$ cat config.mk
export PLATFORM = sky130hd
export DESIGN_NAME = peak_bin_detector
export DESIGN_NICKNAME = d
export VERILOG_FILES = /design/src/rtl/doa_pkg.sv /design/src/rtl/mag_sq.sv /design/src/rtl/peak_bin_detector.sv
export SDC_FILE = /design/constraint.sdc
export NUM_CORES = 1
export LEC_CHECK = 0
export ABC_AREA = 1
export CORE_UTILIZATION = 35
export CTS_CLUSTER_DIAMETER = 60
export DETAILED_ROUTE_END_ITERATION = 12
export HOLD_SLACK_MARGIN = 0.1
export PLACE_DENSITY = 0.61
export SLEW_MARGIN = 20
export SYNTH_ARGS = -nofsm -noshare
export SYNTH_HDL_FRONTEND = slang
export SYNTH_SLANG_ARGS = --single-unit
export TNS_END_PERCENT = 30
$ cat constraint.sdc
create_clock -name clk -period 17.4 [get_ports clk]
set_clock_uncertainty 0.05 [all_clocks]
set_input_delay 3.48 -clock clk [delete_from_list [all_inputs] [get_ports clk]]
set_output_delay 3.48 -clock clk [all_outputs]
set_load 0.01 [all_outputs]
$ cat src/rtl/doa_pkg.sv
// Shared DOA types and widths used by peak_bin_detector and weightblock.
package doa_pkg;

  localparam int ADDR_W = 10;
  localparam int DW     = 14;
  localparam int MAG_W  = 2*DW + 1;

  typedef struct packed {
    logic signed [DW-1:0] re;
    logic signed [DW-1:0] im;
  } cplx_t;

  typedef logic [MAG_W-1:0] mag_t;

  typedef enum logic [1:0] {IDLE, SCAN, DRAIN, DONE} state_t;

endpackage

$ cat src/rtl/mag_sq.sv
// Two-stage pipelined |x|^2: squares registered, then their sum registered.
// A valid bit and a tag ride alongside the data.
module mag_sq
  import doa_pkg::*;
#(
  parameter int TAG_W = ADDR_W
) (
  input  logic             clk,
  input  logic             rst,
  input  logic             in_vld,
  input  logic [TAG_W-1:0] in_tag,
  input  cplx_t            in_data,
  output logic             out_vld,
  output logic [TAG_W-1:0] out_tag,
  output mag_t             out_mag
);

  logic signed [2*DW-1:0] re_p, im_p;
  logic [2*DW-1:0]        re_sq_d, re_sq_q, im_sq_d, im_sq_q;
  logic                   vld1_d, vld1_q, vld2_d, vld2_q;
  logic [TAG_W-1:0]       tag1_d, tag1_q, tag2_d, tag2_q;
  mag_t                   sum_d, sum_q;

  always_comb begin
    re_p    = in_data.re * in_data.re;
    im_p    = in_data.im * in_data.im;
    re_sq_d = re_p;
    im_sq_d = im_p;
    vld1_d  = in_vld;
    tag1_d  = in_tag;
    // both squares are non-negative, so widening by one bit cannot overflow
    sum_d   = MAG_W'(re_sq_q) + MAG_W'(im_sq_q);
    vld2_d  = vld1_q;
    tag2_d  = tag1_q;
  end

  always_ff @(posedge clk or posedge rst) begin
    if (rst) begin
      re_sq_q <= '0;
      im_sq_q <= '0;
      vld1_q  <= 1'b0;
      tag1_q  <= '0;
      sum_q   <= '0;
      vld2_q  <= 1'b0;
      tag2_q  <= '0;
    end else begin
      re_sq_q <= re_sq_d;
      im_sq_q <= im_sq_d;
      vld1_q  <= vld1_d;
      tag1_q  <= tag1_d;
      sum_q   <= sum_d;
      vld2_q  <= vld2_d;
      tag2_q  <= tag2_d;
    end
  end

  assign out_vld = vld2_q;
  assign out_tag = tag2_q;
  assign out_mag = sum_q;

endmodule

$ cat src/rtl/peak_bin_detector.sv
// Scans mic-1 FFT_RAM over bins BIN_LO..BIN_HI and reports the bin with the largest |X|^2.
// Optional PEAK_THRESH_EN adds thresh/peakvalid and suppresses detectdone below threshold.
module peak_bin_detector
  import doa_pkg::*;
#(
  parameter int BIN_LO = 1,
  parameter int BIN_HI = 511
) (
  input  logic              clk,
  input  logic              reset,
  input  logic              fftdone,
  input  logic [2*DW-1:0]   ramq1,
`ifdef PEAK_THRESH_EN
  input  logic [MAG_W-1:0]  thresh,
  output logic              peakvalid,
`endif
  output logic [ADDR_W-1:0] rdaddr1,
  output logic              busy,
  output logic              detectdone,
  output logic [ADDR_W-1:0] maxbin,
  output logic [MAG_W-1:0]  maxmag
);

  localparam logic [ADDR_W-1:0] BIN_LO_A = ADDR_W'(BIN_LO);
  localparam logic [ADDR_W-1:0] BIN_HI_A = ADDR_W'(BIN_HI);

  state_t            state_d, state_q;
  logic [ADDR_W-1:0] rdaddr_d, rdaddr_q;
  logic [1:0]        drain_d, drain_q;
  logic              rd_vld_d, rd_vld_q;
  logic [ADDR_W-1:0] rd_bin_d, rd_bin_q;
  mag_t              best_mag_d, best_mag_q;
  logic [ADDR_W-1:0] best_bin_d, best_bin_q;
  logic [ADDR_W-1:0] maxbin_d, maxbin_q;
  mag_t              maxmag_d, maxmag_q;
  logic              done_d, done_q;
  logic              pv_d, pv_q;

  cplx_t             ram_c;
  logic              m_vld;
  logic [ADDR_W-1:0] m_bin;
  mag_t              m_mag;

  assign ram_c = ramq1;

  mag_sq #(.TAG_W(ADDR_W)) u_mag_sq (
    .clk     (clk),
    .rst     (reset),
    .in_vld  (rd_vld_q),
    .in_tag  (rd_bin_q),
    .in_data (ram_c),
    .out_vld (m_vld),
    .out_tag (m_bin),
    .out_mag (m_mag)
  );

  always_comb begin
    state_d    = state_q;
    rdaddr_d   = rdaddr_q;
    drain_d    = drain_q;
    best_mag_d = best_mag_q;
    best_bin_d = best_bin_q;
    maxbin_d   = maxbin_q;
    maxmag_d   = maxmag_q;
    done_d     = 1'b0;
    pv_d       = pv_q;
    // tag registered alongside the 1-cycle RAM read so it lines up with ramq1
    rd_vld_d   = (state_q == SCAN);
    rd_bin_d   = rdaddr_q;

    // strict compare keeps the lowest bin on ties
    if (m_vld && (m_mag > best_mag_q)) begin
      best_mag_d = m_mag;
      best_bin_d = m_bin;
    end

    unique case (state_q)
      IDLE: begin
        if (fftdone) begin
          state_d    = SCAN;
          rdaddr_d   = BIN_LO_A;
          drain_d    = '0;
          best_mag_d = '0;
          best_bin_d = BIN_LO_A;
        end
      end
      SCAN: begin
        if (rdaddr_q == BIN_HI_A) begin
          state_d = DRAIN;
          drain_d = '0;
        end else begin
          rdaddr_d = rdaddr_q + 1'b1;
        end
      end
      DRAIN: begin
        if (drain_q == 2'd2) state_d = DONE;
        else                 drain_d = drain_q + 1'b1;
      end
      DONE: begin
        state_d = IDLE;
`ifdef PEAK_THRESH_EN
        if (best_mag_q >= thresh) begin
          done_d   = 1'b1;
          maxbin_d = best_bin_q;
          maxmag_d = best_mag_q;
          pv_d     = 1'b1;
        end else begin
          pv_d     = 1'b0;
        end
`else
        done_d   = 1'b1;
        maxbin_d = best_bin_q;
        maxmag_d = best_mag_q;
`endif
      end
      default: state_d = IDLE;
    endcase
  end

  always_ff @(posedge clk or posedge reset) begin
    if (reset) begin
      state_q    <= IDLE;
      rdaddr_q   <= '0;
      drain_q    <= '0;
      rd_vld_q   <= 1'b0;
      rd_bin_q   <= '0;
      best_mag_q <= '0;
      best_bin_q <= '0;
      maxbin_q   <= '0;
      maxmag_q   <= '0;
      done_q     <= 1'b0;
      pv_q       <= 1'b0;
    end else begin
      state_q    <= state_d;
      rdaddr_q   <= rdaddr_d;
      drain_q    <= drain_d;
      rd_vld_q   <= rd_vld_d;
      rd_bin_q   <= rd_bin_d;
      best_mag_q <= best_mag_d;
      best_bin_q <= best_bin_d;
      maxbin_q   <= maxbin_d;
      maxmag_q   <= maxmag_d;
      done_q     <= done_d;
      pv_q       <= pv_d;
    end
  end

  assign rdaddr1    = rdaddr_q;
  assign busy       = (state_q != IDLE);
  assign detectdone = done_q;
  assign maxbin     = maxbin_q;
  assign maxmag     = maxmag_q;
`ifdef PEAK_THRESH_EN
  assign peakvalid  = pv_q;
`else
  logic unused_pv;
  assign unused_pv = pv_q;
`endif

endmodule

==> results.cfg, run 1 <==
[worst_setup_path]
reg2reg_to = best_mag_q[7]
end_kind = flop
r2r_setup_slack_ns = 14.65
cp_max_fo = 20
critPathKind = in2reg
crit_path_start_kind = input port
r2r-start = best_mag_q[24]
critical-path-max-stage-delay_ns = 1.09
slowest_stage = clkdlybuf4s50_1
r2r_cells = 13
cp_cell_sequence = clkdlybuf4s50_1 -> nand2_1 -> fa_1 -> inv_1 -> fa_1 -> inv_1 -> fa_1 -> inv_1 -> fa_1 -> inv_1 -> fa_1 -> fa_1 -> inv_1 -> ha_1 -> nand2_1 -> nor4_1 -> nand3_1 -> nand3_1 -> xor2_1
critical_path.top_delay_family = adder cells
worst_ep_required_time_ns = 17.75
path_common_cell = fa_1
cp.buffers_inverters = 6
arrival_ns = 9.89

[yosys]
syn_area_um2 = 23700
synth_area_leader_cell = fa_1
synth_ff_type = dfrtp_1
ys_top_cells_by_count = inv_1, nand2_1, fa_1, dfrtp_1, ha_1
synth.distinct_cells = 39
yosysSeqAreaShare_pct = 22.1
async_reset_ff_share_pct = 100
post-synth-top-count-cell = inv_1
ys_warn_count = 0
yosysTopAreaCellShare_pct = 29.5
syn-instance-count = 2779
synth_edf_count = 0
ys_ff_latch = 209
avgSynthCellArea_um2 = 8.52
synthTopCellsByArea = fa_1, dfrtp_1, inv_1

[cts]
postCtsHoldBufs = 0
postCtsResizedCells = 0
cts_max_path_buffers = 3
cts-root-buf = clkbuf_16
cts_setup_buffers = 0
clock_latency_ns = 0.51
cts.sinks = 209
htree_num_levels = 1
cts_tree = done
cts_made_buffers = 23
clk_pin_slew_ns = 0.06

[layout]
num_antenna_cells = 0
syn2layout_area_growth_pct = 10.2
num-fill-cells = 6818
drive_gt1_share_pct = 3.55
finalNetCount = 3404

[timing]
fmax_mhz = 105
worstMarginPinSlew_ns = 0.985
drv_slew = 0
rsz0062_at_grt = no
maxSlewHeadroom_pct = 34.3
fin_tns_setup_ns = 0
hold_violations = 0
min_period_ns = 9.55
setup_violations = 0
period_share_pct = 54.9

[die]
coreArea_um2 = 66300
rows = 94
pin_count = 82
dieArea_um2 = 68700
die-height_um = 262
die_x_um = 262
initial_core_util_pct = 35.7

[global_route]
grt_pass1_wl_um = 87400
grt_max_degree = 104
grt_usage_pct = 15.5
first_global_vias = 18000
overflow = 0
antenna_found_initial = 0

[job]
drv_cap = 0

[route]
drc = 0
routed_wl_um = 50500
post_drt_wl_per_cell_um = 13.6
routed-via-count = 17000
viasPerCell = 4.58
dr.first_iter.drc_count = 1008
first_pass_iters = 7
antenna_left = 0

[hold_path]
whs_path_depth = 0
hold_path.class = reg2reg
hold_start = rd_bin_q[2]
holdPathEnd = u_mag_sq.tag1_q[2]

[placement]
io_buffers = 81
place_hpwl_um = 41700
gp_congestion = 0.899

[status]
status = finished clean
## how the worst max path moves through the flow
stage	from	endpoint	cells past startpoint
2_1_floorplan	reset	best_bin_q[0]	1
3_3_place_gp	ramq1[13]	u_mag_sq.im_sq_q[24]	19
3_5_place_dp	ramq1[13]	u_mag_sq.im_sq_q[24]	19
4_1_cts	ramq1[13]	u_mag_sq.im_sq_q[24]	19
5_1_grt	ramq1[13]	u_mag_sq.im_sq_q[24]	19
6_report	ramq1[13]	u_mag_sq.im_sq_q[24]	19
## sequential cells by signal, indices dropped and copies added, names as in the netlist
name              count
u_mag_sq.tag1_q      10
maxbin               10
u_mag_sq.out_tag     10
best_bin_q           10
maxmag               29
u_mag_sq.out_mag     29
rdaddr1              10
u_mag_sq.out_vld      1
rd_vld_q              1
u_mag_sq.vld1_q       1
rd_bin_q             10
detectdone            1
state_q               2
u_mag_sq.im_sq_q     27
drain_q               2
best_mag_q           29
u_mag_sq.re_sq_q     27
## logic make-up after synthesis
group / Yosys count / synth area share (%)
and+or+nand+nor: 902 / 15.5
buffers and inverters: 774 / 12.6
adders and majority gates: 542 / 39.7
AOI/OAI and AO/OA: 244 / 5.97
DFF: 209 / 22.1
xor gates and xnor gates: 95 / 3.51
muxes: 12 / 0.571
other: 1 / 0.0158
## final cells by class
class	instances	area (µm²)	share of cell area (%)
multi-input cells	1797	15500	59.3
repair buffers	86	848	3.25
clock buffers	30	632	2.42
inverters	714	2690	10.3
clock inverters	12	153	0.585
well taps	864	1080	4.14
flip-flops and latches	209	5230	20.0
## routing by layer
metal  track usage [%]  wire, µm
met1              19.9     22200
met2              28.5     26000
met3              1.27      1490
met4              2.76       831
met5                 0         0
## cells in the final DEF, fill, tap and decap left out, types with 8 or more instances in the layout
cell type,Yosys,final
inv_1,711,710
nand2_1,544,544
fa_1,349,349
dfrtp_1,209,209
ha_1,193,192
nor2_1,185,185
a21oi_1,134,134
nand3_1,114,114
clkdlybuf4s50_1,0,81
xor2_1,71,71
o21ai_0,53,53
a21oi_2,29,29
xnor2_1,24,24
clkbuf_16,0,23
nand4_1,20,20
nor3_1,17,17
o21bai_1,13,13
mux2_2,12,12
a21o_1,8,8
## worst register-to-register path: stages, from the launching register on
cell,delay [ns]
dfrtp_1,0.36
inv_1,0.08
ha_1,0.31
nand2_1,0.07
inv_1,0.05
nand3_1,0.14
inv_2,0.06
nand3_1,0.11
nand2_1,0.07
inv_2,0.28
buf_4,0.71
nand3_1,0.19
nand2_1,0.11
nor2_1,0.04
## per-stage QoR
step                      setup slack, ns  hold slack, ns  util (%)  cells  area (µm²)
after global placement               7.33           0.282      38.2   3670       25300
final                                7.85           0.294      39.3   3712       26100
after CTS                            7.79           0.295      39.3   3712       26100
after floorplan                      8.16           0.281         -   2780       23700
after detailed placement             7.27           0.285      38.2   3670       25300
after global routing                 7.42           0.301      39.3   3712       26100
Power of run 1 is left out: the tool's default activity adds up to more than one toggle a clock period on the data nets, which glitch-free logic cannot reach.
==> run 2: changes to the inputs <==
==> constraint.sdc (replaced) <==
create_clock -name clk -period 8.9 [get_ports clk]
set_clock_uncertainty 0.05 [all_clocks]
set_input_delay 1.78 -clock clk [delete_from_list [all_inputs] [get_ports clk]]
set_output_delay 1.78 -clock clk [all_outputs]
set_load 0.01 [all_outputs]
==> run 2 against run 1 <==
Effect of this change:
- die area unchanged
- flip-flop and latch count stayed put
- routed wire length fell by 0.73%
- non-clock buffer count grew 8
- cell count up 0.32%
- via count up 0.11%
- first-iteration DRC count is 7.7% higher
- global-route usage shrank 0.16 points
- worst hold slack gained 0.0021 ns
- worst setup slack got worse by 6.5 ns
- clock-buffer cell count rose by 5
- core utilization increased by 0.23 points
- largest cell class unchanged
==> results.cfg, run 2 (same netlist as run 1, synthesis figures left out) <==
[status]
status = finished clean

[cts]
cts_setup_buffers = 0
clk_pin_slew_ns = 0.06
cts_tree = done
postCtsResizedCells = 0
htree_num_levels = 1
clock_latency_ns = 0.53
cts-root-buf = clkbuf_16
cts.sinks = 209
cts_made_buffers = 25
postCtsHoldBufs = 0
cts_max_path_buffers = 3

[timing]
min_period_ns = 7.53
fmax_mhz = 133
worst_slack_ns = 1.37
setup_violations = 0
drv_slew = 0
hold_violations = 0
maxSlewHeadroom_pct = 36.3
rsz0062_at_grt = no
fin_tns_setup_ns = 0
period_share_pct = 84.6
worstMarginPinSlew_ns = 0.954

[hold_path]
hold_path.class = reg2reg

[die]
pin_count = 82
die_x_um = 262
die-height_um = 262
coreArea_um2 = 66300
rows = 94
initial_core_util_pct = 35.7
dieArea_um2 = 68700

[route]
antenna_left = 0
wl_met2_um = 26000
met3_length_um = 1410
post_drt_wl_per_cell_um = 13.5
dr.first_iter.drc_count = 1086
routed-via-count = 17000
routed_wl_um = 50200
first_pass_iters = 5
wl_met1_um = 22000
viasPerCell = 4.57
drc = 0
top_layer_used = met4

[worst_setup_path]
reg2reg_to = best_mag_q[1]
r2r-start = best_mag_q[24]
cp_max_fo = 14
r2r_cells = 13
crit_path_start_kind = input port
worst_ep_required_time_ns = 9.25
arrival_ns = 7.88
endpoint = u_mag_sq.im_sq_q[24]
worstSetupStartpoint = ramq1[5]
r2r_setup_slack_ns = 6.12
critPathKind = in2reg
end_kind = flop

[placement]
pre_cts_ws_ns = 0.817
gp_congestion = 0.901
io_buffers = 81
place_hpwl_um = 41500
dp_cells = 3678
placed_cell_area_um2 = 25400

[global_route]
grt_usage_pct = 15.3
first_global_vias = 17800
overflow = 0
antenna_found_initial = 0
grt_max_degree = 104
grt_pass1_wl_um = 86200

[layout]
finalNetCount = 3414
finalNonFillerCells = 3724
num_antenna_cells = 0
syn2layout_area_growth_pct = 10.8
stdcell_area_um2 = 26200
final_cell_mix = inv_1, nand2_1, fa_1
final_common_cell = inv_1
drive_gt1_share_pct = 3.99

[job]
drv_cap = 0
## run 2: worst min-delay path by stage
stage | from | to | slack [ns] | depth (start not counted)
6_report | u_mag_sq.tag1_q[9] | u_mag_sq.out_tag[9] | 0.30 | 0
5_1_grt | rd_bin_q[0] | u_mag_sq.tag1_q[0] | 0.30 | 0
4_1_cts | rd_bin_q[3] | u_mag_sq.tag1_q[3] | 0.29 | 0
3_5_place_dp | u_mag_sq.tag1_q[9] | u_mag_sq.out_tag[9] | 0.28 | 0
3_3_place_gp | rd_bin_q[5] | u_mag_sq.tag1_q[5] | 0.28 | 0
2_1_floorplan | u_mag_sq.tag1_q[0] | u_mag_sq.out_tag[0] | 0.28 | 0
## run 2: worst max-delay path, stage by stage
cell,delay [ns]
clkdlybuf4s50_1,0.90
nand2_1,0.31
fa_1,0.65
inv_1,0.13
fa_1,0.50
inv_1,0.05
fa_1,0.53
inv_1,0.05
fa_1,0.47
inv_1,0.05
fa_1,0.48
fa_1,0.52
inv_1,0.04
ha_1,0.37
nand2_1,0.15
nor4_1,0.40
nand3_1,0.13
nand3_1,0.13
xor2_1,0.24
## run 2: stage by stage
stage | hold slack [ns] | utilization, %
floorplan | 0.281 | -
global placement | 0.282 | 38.2
detailed placement | 0.285 | 38.2
CTS | 0.295 | 39.6
global route | 0.301 | 39.6
finish | 0.296 | 39.6
## run 2: cell type report
| cell class | instances | area (µm²) |
|---|---|---|
| clock buffer | 35 | 733 |
| clock inverter | 11 | 141 |
| fill | 6775 | 40100 |
| inverter | 714 | 2690 |
| multi-input combinational | 1797 | 15500 |
| sequential | 209 | 5230 |
| tap | 864 | 1080 |
| timing repair buffer | 94 | 908 |
## run 2: routing by layer
metal	vias up	track usage (%)
met5	-	0
met3	53	1.19
met4	0	2.94
li1	8415	-
met2	279	28.1
met1	8282	19.7
Power of run 2 is left out for the same reason.
